===== src/rtl/wb_arbiter_if.sv =====
`default_nettype none
// +----------------------------------------------------------------------+
// | Module      : wb_arbiter_if                                          |
// | Description : Write-back arbiter bus bundle: ALU and LSU result      |
// |               handshakes, register-file write port and decode-stage  |
// |               forwarding lookups.                                    |
// | Revision    : 1.0 - initial release                                  |
// +----------------------------------------------------------------------+
interface wb_arbiter_if #(
   parameter int REG_WIDTH = 64
);
   logic                 alu_valid_i;
   logic                 alu_ready_o;
   logic [4:0]           alu_rd_i;
   logic [REG_WIDTH-1:0] alu_data_i;

   logic                 lsu_valid_i;
   logic                 lsu_ready_o;
   logic [4:0]           lsu_rd_i;
   logic [REG_WIDTH-1:0] lsu_data_i;

   logic [4:0]           rd_addr_o;
   logic                 rd_wen_o;
   logic [REG_WIDTH-1:0] result_o;

   logic [4:0]           rs1_addr_i;
   logic [4:0]           rs2_addr_i;
   logic                 rs1_fwd_o;
   logic                 rs2_fwd_o;
   logic [REG_WIDTH-1:0] rs1_fwd_data_o;
   logic [REG_WIDTH-1:0] rs2_fwd_data_o;

   // Arbiter side
   modport slave (
      input  alu_valid_i, alu_rd_i, alu_data_i,
      input  lsu_valid_i, lsu_rd_i, lsu_data_i,
      input  rs1_addr_i, rs2_addr_i,
      output alu_ready_o, lsu_ready_o,
      output rd_addr_o, rd_wen_o, result_o,
      output rs1_fwd_o, rs2_fwd_o, rs1_fwd_data_o, rs2_fwd_data_o
   );

   // Pipeline side (execution units, register file, decode)
   modport master (
      output alu_valid_i, alu_rd_i, alu_data_i,
      output lsu_valid_i, lsu_rd_i, lsu_data_i,
      output rs1_addr_i, rs2_addr_i,
      input  alu_ready_o, lsu_ready_o,
      input  rd_addr_o, rd_wen_o, result_o,
      input  rs1_fwd_o, rs2_fwd_o, rs1_fwd_data_o, rs2_fwd_data_o
   );
endinterface
`default_nettype wire


===== src/rtl/wb_arbiter.sv =====
`default_nettype none
// +----------------------------------------------------------------------+
// | Module      : wb_arbiter                                             |
// | Description : Register-file write-back arbiter. ALU results have     |
// |               priority; LSU results queue in a small FIFO and are    |
// |               guaranteed a slot every fourth cycle. The registered   |
// |               write port also feeds decode-stage forwarding.         |
// | Revision    : 1.0 - initial release                                  |
// +----------------------------------------------------------------------+
module wb_arbiter #(
   parameter int REG_WIDTH  = 64,
   parameter int FIFO_DEPTH = 2
) (
   input  wire logic     clk_sys_i,
   input  wire logic     rst_i,
   wb_arbiter_if.slave   bus
);

   localparam int PTR_W = $clog2(FIFO_DEPTH);
   localparam int CNT_W = PTR_W + 1;
   localparam logic [CNT_W-1:0] DEPTH_C = CNT_W'(FIFO_DEPTH);

   typedef struct packed {
      logic [4:0]           rd;
      logic [REG_WIDTH-1:0] data;
   } entry_t;

   entry_t               fifo_mem_q [FIFO_DEPTH];
   entry_t               fifo_mem_d [FIFO_DEPTH];
   logic [PTR_W-1:0]     wr_ptr_q, wr_ptr_d;
   logic [PTR_W-1:0]     rd_ptr_q, rd_ptr_d;
   logic [CNT_W-1:0]     count_q, count_d;
   logic [1:0]           starv_q, starv_d;
   logic                 rd_wen_q, rd_wen_d;
   logic [4:0]           rd_addr_q, rd_addr_d;
   logic [REG_WIDTH-1:0] result_q, result_d;

   logic   fifo_ne;
   logic   fifo_full;
   logic   force_fifo;
   logic   alu_ready;
   logic   lsu_ready;
   logic   alu_write;
   logic   pop;
   logic   push;
   entry_t head;

   // Occupancy flags come from the registered count, so a same-cycle pop
   // never reopens a full FIFO. The head wins whenever the ALU does not
   // write: forced by starvation, ALU idle, or ALU targeting x0.
   always_comb begin
      fifo_ne    = (count_q != '0);
      fifo_full  = (count_q == DEPTH_C);
      force_fifo = (starv_q == 2'd3) && fifo_ne;
      lsu_ready  = !rst_i && !fifo_full;
      alu_ready  = !rst_i && bus.alu_valid_i && !force_fifo;
      alu_write  = alu_ready && (bus.alu_rd_i != 5'd0);
      pop        = !rst_i && fifo_ne && !alu_write;
      push       = bus.lsu_valid_i && lsu_ready && (bus.lsu_rd_i != 5'd0);
      head       = fifo_mem_q[rd_ptr_q];
   end

   // Next-state for FIFO, starvation counter and the write-port registers
   always_comb begin
      fifo_mem_d = fifo_mem_q;
      wr_ptr_d   = wr_ptr_q;
      rd_ptr_d   = rd_ptr_q;
      count_d    = count_q;
      starv_d    = starv_q;
      rd_wen_d   = 1'b0;
      rd_addr_d  = 5'd0;
      result_d   = '0;

      if (push) begin
         fifo_mem_d[wr_ptr_q] = '{rd: bus.lsu_rd_i, data: bus.lsu_data_i};
         wr_ptr_d             = wr_ptr_q + PTR_W'(1);
      end
      if (pop) begin
         rd_ptr_d = rd_ptr_q + PTR_W'(1);
      end
      count_d = count_q + CNT_W'(push) - CNT_W'(pop);

      // Counter only runs while LSU work waits behind a writing ALU
      if (!fifo_ne || pop) begin
         starv_d = 2'd0;
      end else if (alu_write) begin
         starv_d = starv_q + 2'd1;
      end

      if (alu_write) begin
         rd_wen_d  = 1'b1;
         rd_addr_d = bus.alu_rd_i;
         result_d  = bus.alu_data_i;
      end else if (pop) begin
         rd_wen_d  = 1'b1;
         rd_addr_d = head.rd;
         result_d  = head.data;
      end
   end

   // Control and write-port registers with synchronous reset
   always_ff @(posedge clk_sys_i) begin
      if (rst_i) begin
         wr_ptr_q  <= '0;
         rd_ptr_q  <= '0;
         count_q   <= '0;
         starv_q   <= 2'd0;
         rd_wen_q  <= 1'b0;
         rd_addr_q <= 5'd0;
         result_q  <= '0;
      end else begin
         wr_ptr_q  <= wr_ptr_d;
         rd_ptr_q  <= rd_ptr_d;
         count_q   <= count_d;
         starv_q   <= starv_d;
         rd_wen_q  <= rd_wen_d;
         rd_addr_q <= rd_addr_d;
         result_q  <= result_d;
      end
   end

   // FIFO storage needs no reset: push is blocked while rst_i is high
   always_ff @(posedge clk_sys_i) begin
      fifo_mem_q <= fifo_mem_d;
   end

   // Write port is masked during reset so a result presented as reset
   // asserts never reaches the register file or the forwarding path.
   always_comb begin
      bus.alu_ready_o = alu_ready;
      bus.lsu_ready_o = lsu_ready;
      bus.rd_wen_o    = rd_wen_q && !rst_i;
      bus.rd_addr_o   = rst_i ? 5'd0 : rd_addr_q;
      bus.result_o    = rst_i ? '0 : result_q;
   end

   // Decode-stage forwarding from the write port; x0 never forwards
   always_comb begin
      bus.rs1_fwd_o      = bus.rd_wen_o && (bus.rd_addr_o == bus.rs1_addr_i) &&
                           (bus.rs1_addr_i != 5'd0);
      bus.rs2_fwd_o      = bus.rd_wen_o && (bus.rd_addr_o == bus.rs2_addr_i) &&
                           (bus.rs2_addr_i != 5'd0);
      bus.rs1_fwd_data_o = bus.rs1_fwd_o ? bus.result_o : '0;
      bus.rs2_fwd_data_o = bus.rs2_fwd_o ? bus.result_o : '0;
   end

endmodule
`default_nettype wire


===== src/flat_wrapper.sv =====
// flat-port wrapper written by rule: the top's interface ports become plain ports
module wb_arbiter_flat 
#(
   parameter int REG_WIDTH  = 64,
   parameter int FIFO_DEPTH = 2
)
  (clk_sys_i, rst_i, bus_alu_valid_i, bus_alu_rd_i, bus_alu_data_i, bus_lsu_valid_i, bus_lsu_rd_i, bus_lsu_data_i, bus_rs1_addr_i, bus_rs2_addr_i, bus_alu_ready_o, bus_lsu_ready_o, bus_rd_addr_o, bus_rd_wen_o, bus_result_o, bus_rs1_fwd_o, bus_rs2_fwd_o, bus_rs1_fwd_data_o, bus_rs2_fwd_data_o);
  wb_arbiter_if #(.REG_WIDTH(REG_WIDTH)) bus_i ();
  input  wire logic clk_sys_i;
  input  wire logic rst_i;
  input wire logic [$bits(bus_i.alu_valid_i)-1:0] bus_alu_valid_i;
  input wire logic [$bits(bus_i.alu_rd_i)-1:0] bus_alu_rd_i;
  input wire logic [$bits(bus_i.alu_data_i)-1:0] bus_alu_data_i;
  input wire logic [$bits(bus_i.lsu_valid_i)-1:0] bus_lsu_valid_i;
  input wire logic [$bits(bus_i.lsu_rd_i)-1:0] bus_lsu_rd_i;
  input wire logic [$bits(bus_i.lsu_data_i)-1:0] bus_lsu_data_i;
  input wire logic [$bits(bus_i.rs1_addr_i)-1:0] bus_rs1_addr_i;
  input wire logic [$bits(bus_i.rs2_addr_i)-1:0] bus_rs2_addr_i;
  output wire logic [$bits(bus_i.alu_ready_o)-1:0] bus_alu_ready_o;
  output wire logic [$bits(bus_i.lsu_ready_o)-1:0] bus_lsu_ready_o;
  output wire logic [$bits(bus_i.rd_addr_o)-1:0] bus_rd_addr_o;
  output wire logic [$bits(bus_i.rd_wen_o)-1:0] bus_rd_wen_o;
  output wire logic [$bits(bus_i.result_o)-1:0] bus_result_o;
  output wire logic [$bits(bus_i.rs1_fwd_o)-1:0] bus_rs1_fwd_o;
  output wire logic [$bits(bus_i.rs2_fwd_o)-1:0] bus_rs2_fwd_o;
  output wire logic [$bits(bus_i.rs1_fwd_data_o)-1:0] bus_rs1_fwd_data_o;
  output wire logic [$bits(bus_i.rs2_fwd_data_o)-1:0] bus_rs2_fwd_data_o;
  assign bus_i.alu_valid_i = bus_alu_valid_i;
  assign bus_i.alu_rd_i = bus_alu_rd_i;
  assign bus_i.alu_data_i = bus_alu_data_i;
  assign bus_i.lsu_valid_i = bus_lsu_valid_i;
  assign bus_i.lsu_rd_i = bus_lsu_rd_i;
  assign bus_i.lsu_data_i = bus_lsu_data_i;
  assign bus_i.rs1_addr_i = bus_rs1_addr_i;
  assign bus_i.rs2_addr_i = bus_rs2_addr_i;
  assign bus_alu_ready_o = bus_i.alu_ready_o;
  assign bus_lsu_ready_o = bus_i.lsu_ready_o;
  assign bus_rd_addr_o = bus_i.rd_addr_o;
  assign bus_rd_wen_o = bus_i.rd_wen_o;
  assign bus_result_o = bus_i.result_o;
  assign bus_rs1_fwd_o = bus_i.rs1_fwd_o;
  assign bus_rs2_fwd_o = bus_i.rs2_fwd_o;
  assign bus_rs1_fwd_data_o = bus_i.rs1_fwd_data_o;
  assign bus_rs2_fwd_data_o = bus_i.rs2_fwd_data_o;
  wb_arbiter #(.REG_WIDTH(REG_WIDTH), .FIFO_DEPTH(FIFO_DEPTH)) u_core (.clk_sys_i(clk_sys_i), .rst_i(rst_i), .bus(bus_i));
endmodule

===== config.mk =====
export PLATFORM = sky130hd
export DESIGN_NAME = wb_arbiter_flat
export DESIGN_NICKNAME = d
export VERILOG_FILES = /design/src/rtl/wb_arbiter_if.sv /design/src/rtl/wb_arbiter.sv /design/src/flat_wrapper.sv
export SDC_FILE = /design/constraint.sdc
export NUM_CORES = 1
export LEC_CHECK = 0
export BUFFER_PORTS_ARGS = -buffer_cell sky130_fd_sc_hd__buf_2
export CAP_MARGIN = 5
export CORE_ASPECT_RATIO = 1.1
export CORE_MARGIN = 2
export CORE_UTILIZATION = 30
export CTS_BUF_LIST = sky130_fd_sc_hd__clkbuf_2
export DETAILED_ROUTE_END_ITERATION = 8
export SLEW_MARGIN = 30
export SYNTH_ARGS = -nofsm -noshare
export SYNTH_HDL_FRONTEND = slang
export SYNTH_SLANG_ARGS = --single-unit

===== constraint.sdc =====
create_clock -name clk_sys_i -period 9 [get_ports clk_sys_i]
set_input_delay 1.8 -clock clk_sys_i [delete_from_list [all_inputs] [get_ports clk_sys_i]]
set_output_delay 1.8 -clock clk_sys_i [all_outputs]
set_load 0.02 [all_outputs]

# Word-level counts from Yosys, hierarchy flattened
# Index checks and enable logic that the tools add are counted.
[totals] register_bits=214 in_bits=152 out_inout_bits=202 wordCells=68
[op_classes] addsub=5 magnitude_cmp=3 n_eq_ne=4 mux=16 bitwise=2 reduce_logical=27
[ops] op="$mux 64" count=5
[ops] op="$mux 69" count=4
[ops] op="$bwmux 138" count=1
[ops] op="$demux 69 s1" count=1
[ops] op="$reduce_bool 5->1" count=4
[ops] op="$logic_and 1x1->1" count=15
[ops] op="$mux 5" count=3
[ops] op="$eq 5x5->1" count=2
[ops] op="$logic_not 1->1" count=5
[ops] op="$eq 2x2->1 const B" count=2
[ops] op="$ge 2x2->1 const B" count=2
[ops] op="$not 1->2" count=2
[ops] op="$add 1x1->1 const B" count=2
[ops] op="$add 2x1->2" count=1
[ops] op="$add 2x1->2 const B" count=1
[ops] op="$lt 2x1->1 const B" count=1
[ops] op="$mux 1" count=2
[ops] op="$reduce_bool 2->1" count=1
[ops] op="$reduce_or 2->1" count=1
[ops] op="$sub 2x1->2" count=1
[ops] op="$logic_or 1x1->1" count=1

# Logic depth before layout (Yosys ltp)
# Gate-level depths: netlist of run 1.
[depth] word_depth=9 depth_mapped=10 ltp_nobuf=9

# Worst setup path after synthesis of run 1
# No wires, ideal clock.
[synth_timing] kind="input to register" from="in rst_i" to="reg u_core.fifo_mem_q[100] in the netlist's numbering, enable pin" setup_ns=0.505 arrival_time_ns=5.707 required_time_ns=8.495 setup_slack_ns=2.788 cell_stages=4 n_path_buf=1 cell_sequence="buf_2 > a21oi_1 > o211a_1 > nor2b_1"
[synth_via] elab_chain_cells=4
[synth_rtl] element="start: declaration" line_no="flat_wrapper.sv:10" text="input wire logic rst_i;"
[synth_rtl] element="$logic_not 1->1" line_no="wb_arbiter.sv:55" text="lsu_ready = !rst_i && !fifo_full;"
[synth_rtl] element="$logic_and 1x1->1" line_no="wb_arbiter.sv:55"
[synth_rtl] element="via bus_lsu_ready_o" line_no="flat_wrapper.sv:20" text="output wire logic [$bits(bus_i.lsu_ready_o)-1:0] bus_lsu_ready_o;"
[synth_rtl] element="$logic_and 1x1->1 (2 in series)" line_no="wb_arbiter.sv:59" text="push = bus.lsu_valid_i && lsu_ready && (bus.lsu_rd_i != 5'd0);"
[synth_rtl] element="via u_core.push" line_no="wb_arbiter.sv:45" text="logic push;"
[synth_rtl] element="end signal: assignment" line_no="wb_arbiter.sv:124" text="fifo_mem_q <= fifo_mem_d;"
[synth_rtl] element="end: declaration" line_no="wb_arbiter.sv:28" text="entry_t fifo_mem_q [FIFO_DEPTH];"
# The timed path passes the listed nets, and every way through them passes these cells.
# A chain may end at the register's enable or synchronous reset.

# Final worst setup path of run 1
[layout_timing] from="in rst_i" to="out bus_rs1_fwd_data_o[32]"
[layout_via] elab_chain_cells=5 word_cells_on_any_way=8 cone_classes="1 x eq/ne; 3 x mux; 4 x reduce/logical"
[layout_rtl] element="$mux 5 / $logic_not 1->1 (equally long branches)" line_no="wb_arbiter.sv:133, wb_arbiter.sv:132"
[layout_rtl] element="$eq 5x5->1 / $logic_and 1x1->1 (equally long branches)" line_no="wb_arbiter.sv:139, wb_arbiter.sv:132"
[layout_rtl] element="$logic_and 1x1->1 (2 in series)" line_no="wb_arbiter.sv:139" text="bus.rs1_fwd_o = bus.rd_wen_o && (bus.rd_addr_o == bus.rs1_addr_i) &&"
[layout_rtl] element="$mux 64 *" line_no="wb_arbiter.sv:143" text="bus.rs1_fwd_data_o = bus.rs1_fwd_o ? bus.result_o : '0;"
[layout_rtl] element="end: declaration" line_no="flat_wrapper.sv:26" text="output wire logic [$bits(bus_i.rs1_fwd_data_o)-1:0] bus_rs1_fwd_data_o;"
# Every way passes the cells marked *; elsewhere a longest branch is shown, timed or not.

==> results of run 1 <==
==> logic make-up (layout without fill, tap and decap cells) <==
kind of cell,count (synthesis),after routing
multiplexers,71,71
AO/OA/AOI/OAI,81,81
AND/OR/NAND/NOR,296,296
flip-flops,214,214
XOR/XNOR,8,8
other,0,3
adder cells (fa/ha/maj),3,3
buffers and inverters,150,541
==> metrics by stage <==
stage          total power, mW  hold slack [ps]  utilization, %  std cells  setup WS (ps)
2_1_floorplan             1.61              406               -        823           2790
3_3_place_gp              1.79              417            37.3       1520           3070
3_5_place_dp              1.81              466            37.4       1522           2960
5_1_grt                   2.61              508            39.2       1631           2680
6_report                  2.45              468            39.2       1631           2870
4_1_cts                   2.50              478            39.2       1628           2940
==> flip-flops by register name, indices dropped and copies added, names as in the netlist <==
name,count
u_core.rd_addr_q,5
u_core.rd_wen_q,1
u_core.count_q,2
u_core.rd_ptr_q,1
u_core.wr_ptr_q,1
u_core.starv_q,2
u_core.fifo_mem_q,138
u_core.result_q,64
==> worst register-to-register path: stages (launching register included) <==
cell,delay [ps]
dfxtp_1,350
or2_1,300
a221oi_4,320
buf_4,560
buf_4,720
o31ai_1,250
==> final timing paths <==
path | startpoint | endpoint | slack (ps) | depth (start not counted)
hold / removal | u_core.starv_q[0] | u_core.starv_q[0] | 470 | 1
hold reg to reg | u_core.starv_q[0] | u_core.starv_q[0] | 470 | 1
setup reg to reg | u_core.count_q[1] | u_core.result_q[61] | 6350 | 5
setup / recovery | rst_i | bus_rs1_fwd_data_o[32] | 2870 | 7
==> layout by cell type (no fill, tap or decap), types with 2 or more instances in the layout <==
cell type	synthesis	layout
nand2b_1	5	4
inv_2	0	2
o2111ai_4	0	3
clkinv_1	0	13
buf_4	6	10
o31ai_1	67	67
a21oi_1	3	3
diode_2	0	3
xor2_1	3	3
edfxtp_1	138	138
clkbuf_2	0	86
inv_1	70	70
nor2_1	70	70
nor3_1	5	5
nand2_1	72	72
o21ai_0	3	3
nor2b_1	9	8
buf_2	14	352
dfxtp_1	76	75
ha_1	3	3
mux2i_1	70	70
nor4_1	128	128
clkinv_2	0	4
xnor2_1	5	5
==> cell type report <==
type / count / area (um^2) / area share, %
antenna: 3 / 7.51 / 0.0631
clock buffer: 86 / 430 / 3.62
clock inverter: 20 / 106 / 0.894
inverter: 70 / 263 / 2.21
multi-input combinational: 459 / 3010 / 25.3
sequential: 214 / 5670 / 47.6
tap: 414 / 518 / 4.35
timing repair buffer: 365 / 1900 / 15.9
==> routing by layer <==
| metal | vias up | GRT usage (%) | wire length, um |
|---|---|---|---|
| met5 | - | 0 | 0 |
| li1 | 3728 | - | - |
| met4 | 0 | 5.02 | 478 |
| met1 | 3560 | 19.3 | 11000 |
| met3 | 46 | 3.95 | 1930 |
| met2 | 298 | 28.9 | 13800 |
==> power groups by stage <==
stage	registers [mW]	clock network (mW)	logic [mW]
2_1_floorplan	1.21	0	0.398
6_report	1.22	0.676	0.554
3_3_place_gp	1.25	0	0.544
5_1_grt	1.24	0.766	0.605
3_5_place_dp	1.25	0	0.560
4_1_cts	1.23	0.714	0.561
==> results.py, run 1 <==
metrics = {
    "power": {
        "power_leakage_nw": 4.95,
        "clkPwrFrac_pct": 27.5,
        "comb_power_share_pct": 22.6,
        "peakVddDrop_mv": 0.0878,
        "swShare_pct": 33.2,
        "pwr-share-seq_pct": 49.9,
        "power_switching_mw": 0.815,
        "p_int_mw": 1.64,
        "p_per_area_nw_per_um2": 206,
    },
    "hold_path": {
        "hold_path_class": "reg2reg",
    },
    "synth": {
        "synthXorXnorAreaFrac_pct": 0.762,
        "synth-adder-area-share_pct": 0.408,
        "synth_top_family_by_area": "simple AND/OR/NAND/NOR gates",
        "synth_simple_gate_area_share_pct": 16.2,
        "netlist-cell-type-count": 33,
        "synth_top_area_cell": "edfxtp_1",
        "yosysWarningCount": 0,
        "syn_inst": 823,
        "netlist_top_cells_area": "edfxtp_1 45%, dfxtp_1 17%, nor4_1 8.7%",
        "synth.top_cell.area_share_pct": 45.1,
        "synthFlopType": "edfxtp_1",
        "syn_area_per_cell_um2": 11.2,
        "synth_mux_area_share_pct": 7.74,
        "synth-seq-cells": 214,
        "netlist_area_um2": 9200,
        "synth_edf_count": 138,
        "synth-async-reset-ratio_pct": 0,
        "syn-num-nets": 978,
        "synth.most_common_cell": "edfxtp_1",
        "ys_seq_area_share_pct": 61.6,
        "synth-compound-area-share_pct": 6.69,
        "synth_commonest_cells": "138 x edfxtp_1, 128 x nor4_1, 76 x dfxtp_1",
    },
    "setup_path": {
        "crit_chain": "buf_6, nor2b_1, xnor2_1, o2111ai_4, buf_4, nor4_1, buf_2",
        "crit_path_end_kind": "output port",
        "worst_path_largest_cell_delay_ps": 540,
        "critPathLaunchType": "input pin",
        "critical_path_class": "in2out",
        "worst-path-buf-inv": 3,
        "crit_arrival_ps": 4330,
        "crit_required_ps": 7200,
        "cp_top_family": "buffers and inverters",
        "worstPathMaxFanout": 109,
        "slowest_stage": "buf_6",
    },
    "cts": {
        "cts_resized": 0,
        "tritoncts": "done",
        "cts_root_buf": "clkbuf_2",
        "clk_pin_slew_worst_paths_ps": 80,
        "holdBufCountCts": 0,
        "clk_latency_ps": 800,
        "cts_setup_buffers": 0,
        "clockBufferDepth": 3,
        "cts_htree_levels": 2,
        "numCtsBuffers": 56,
        "cts_sinks": 214,
    },
    "placement": {
        "dpl_cell_area_um2": 11400,
        "io_buffers": 353,
        "place_congestion": 0.855,
        "place_hpwl_um": 18700,
    },
    "die": {
        "coreArea_um2": 30300,
        "die_area_um2": 32100,
        "die_w_um": 171,
        "die_h_um": 188,
        "ioPinCount": 354,
        "rows": 67,
        "start_util_pct": 30.3,
    },
    "global_routing": {
        "grt_pass1_wl_um": 40400,
        "grt_antenna_before_repair": 3,
        "grt_overflow": 0,
        "grt_pass1_vias": 7302,
        "grt_usage_pct": 16.3,
        "grt_max_degree": 110,
    },
    "detailed_routing": {
        "ant_nets": 0,
        "wl_um": 27200,
        "wl_per_cell_um": 16.7,
        "remaining_drc_errors": 0,
        "drt_iter0_drc": 528,
        "vias": 7632,
        "dr.pass1.iters": 5,
        "viasPerCell": 4.68,
    },
    "timing": {
        "rsz0062_at_grt": "no",
        "min_period_ps": 6130,
        "tightest_slew_ps": 938,
        "final_max_slew_viol_count": 0,
        "max_freq_ghz": 0.163,
        "clock_skew_ps": 67.5,
        "min_period_over_period_pct": 68.2,
        "tns_ps": 0,
        "setup_viol": 0,
        "finalHoldViolations": 0,
        "slew-limit-headroom_pct": 37.5,
    },
    "layout": {
        "area_growth_syn_to_layout_pct": 29.4,
        "nNetsFinal": 1321,
        "fillers": 3116,
        "final_cell_area_um2": 11900,
        "drive_above_1_share_pct": 38.6,
    },
    "outcome": {
        "status": "finished, final reports clean",
    },
    "run": {
        "drv_cap": 0,
    },
}
No activity file was read; power rests on OpenSTA's default activity.
==> run 2, diff against run 1 <==
==> constraint.sdc (replaced) <==
create_clock -name clk_sys_i -period 5.2 [get_ports clk_sys_i]
set_input_delay 1.04 -clock clk_sys_i [delete_from_list [all_inputs] [get_ports clk_sys_i]]
set_output_delay 1.04 -clock clk_sys_i [all_outputs]
set_load 0.02 [all_outputs]
==> results.py, run 2 (synthesis results as in run 1) <==
metrics = {
    "outcome": {
        "status": "finished, final reports clean",
    },
    "power": {
        "peakVddDrop_mv": 0.178,
        "power_switching_mw": 1.41,
        "p_per_area_nw_per_um2": 357,
        "comb_power_share_pct": 22.8,
        "clkPwrFrac_pct": 27.2,
        "swShare_pct": 33.3,
        "pwr-share-seq_pct": 49.9,
        "power_leakage_nw": 4.95,
        "p_int_mw": 2.84,
    },
    "hold_path": {
        "hold_path_class": "in2reg",
    },
    "cts": {
        "numCtsBuffers": 56,
        "cts_htree_levels": 2,
        "clk_pin_slew_worst_paths_ps": 100,
        "holdBufCountCts": 0,
        "cts_sinks": 214,
        "clk_latency_ps": 820,
        "cts_resized": 0,
        "clockBufferDepth": 3,
        "cts_root_buf": "clkbuf_2",
        "cts_setup_buffers": 0,
        "tritoncts": "done",
    },
    "layout": {
        "largest_reg_flops": 138,
        "final_cell_area_um2": 11900,
        "drive_above_1_share_pct": 38.6,
        "reg.largest.list": "u_core.fifo_mem_q (138), u_core.result_q (64), u_core.rd_addr_q (5)",
        "mostFrequentLayoutCell": "buf_2",
        "regMostFlops": "u_core.fifo_mem_q",
        "final_cell_mix": "352 x buf_2, 138 x edfxtp_1, 128 x nor4_1",
        "nNetsFinal": 1321,
        "area_growth_syn_to_layout_pct": 29.6,
    },
    "global_routing": {
        "grt_max_degree": 136,
        "grt_overflow": 0,
        "grt_pass1_vias": 7288,
        "grt_usage_pct": 16.7,
        "grt_pass1_wl_um": 41100,
        "grt_antenna_before_repair": 3,
    },
    "placement": {
        "place_hpwl_um": 19300,
        "io_buffers": 353,
        "dpl_cell_area_um2": 11400,
        "place_congestion": 0.888,
    },
    "setup_path": {
        "slowest_stage": "o2111ai_4",
        "critical_path_class": "in2out",
        "critPathLaunchType": "input pin",
        "worst-path-buf-inv": 3,
        "crit_chain": "buf_6, nor2b_1, xnor2_1, o2111ai_4, buf_4, nor4_1, buf_2",
        "worstPathMaxFanout": 56,
        "worst_path_largest_cell_delay_ps": 470,
        "crit_required_ps": 4160,
        "cp_top_family": "buffers and inverters",
        "crit_arrival_ps": 3240,
        "crit_path_end_kind": "output port",
    },
    "timing": {
        "slew-limit-headroom_pct": 41.5,
        "rsz0062_at_grt": "no",
        "max_freq_ghz": 0.234,
        "setup_viol": 0,
        "tns_ps": 0,
        "tightest_slew_ps": 877,
        "min_period_ps": 4280,
        "final_max_slew_viol_count": 0,
        "finalHoldViolations": 0,
        "clock_skew_ps": 96.4,
        "min_period_over_period_pct": 82.2,
    },
    "detailed_routing": {
        "wl_um": 27900,
        "vias": 7710,
        "wl_per_cell_um": 17.1,
        "viasPerCell": 4.74,
        "dr.pass1.iters": 5,
        "drt_iter0_drc": 590,
        "remaining_drc_errors": 0,
        "ant_nets": 0,
    },
    "die": {
        "die_h_um": 188,
        "die_area_um2": 32100,
        "rows": 67,
        "coreArea_um2": 30300,
        "start_util_pct": 30.3,
        "ioPinCount": 354,
        "die_w_um": 171,
    },
    "run": {
        "drv_cap": 0,
    },
}
==> run 2: layer usage <==
layer / routed length [um] / global-route usage, % / part of all wire, %
met5: 0 / 0 / 0
met4: 595 / 5.77 / 2.1
met3: 1910 / 3.86 / 6.9
met2: 13900 / 28.2 / 50
met1: 11500 / 20.8 / 41
==> run 2: per-stage QoR <==
stage	cells	power [mW]	setup WS (ps)	hold WS [ps]	util, %
3_5_place_dp	1522	3.15	949	423	37.5
2_1_floorplan	823	2.79	1060	406	-
4_1_cts	1624	4.34	930	263	39.3
3_3_place_gp	1521	3.13	1050	419	37.5
5_1_grt	1627	4.53	670	274	39.3
6_report	1627	4.25	924	401	39.3
==> run 2: power groups by stage <==
stage               combinational, mW  sequential, mW  clock [mW]
floorplan                       0.689            2.10           0
global placement                0.967            2.16           0
detailed placement              0.986            2.16           0
CTS                             0.987            2.12        1.23
global route                     1.07            2.14        1.31
finish                          0.970            2.12        1.16
==> run 2: worst paths after layout <==
path | from | to | slack (ps) | depth (start not counted)
setup / recovery | rst_i | bus_rs2_fwd_data_o[37] | 920 | 7
hold / removal | bus_lsu_data_i[14] | u_core.fifo_mem_q[14] | 400 | 1
setup reg to reg | u_core.count_q[1] | u_core.count_q[0] | 2930 | 8
hold reg to reg | u_core.starv_q[0] | u_core.starv_q[0] | 450 | 1
==> run 2: layout make-up <==
type                    instances  area [um^2]
fillers                      3084        18400
flip-flops and latches        214         5670
multi-input cells             459         3010
repair buffers                365         1930
well taps                     414          518
clock buffers                  85          425
inverters                      70          263
clock inverters                17         97.6
diodes                          3         7.51
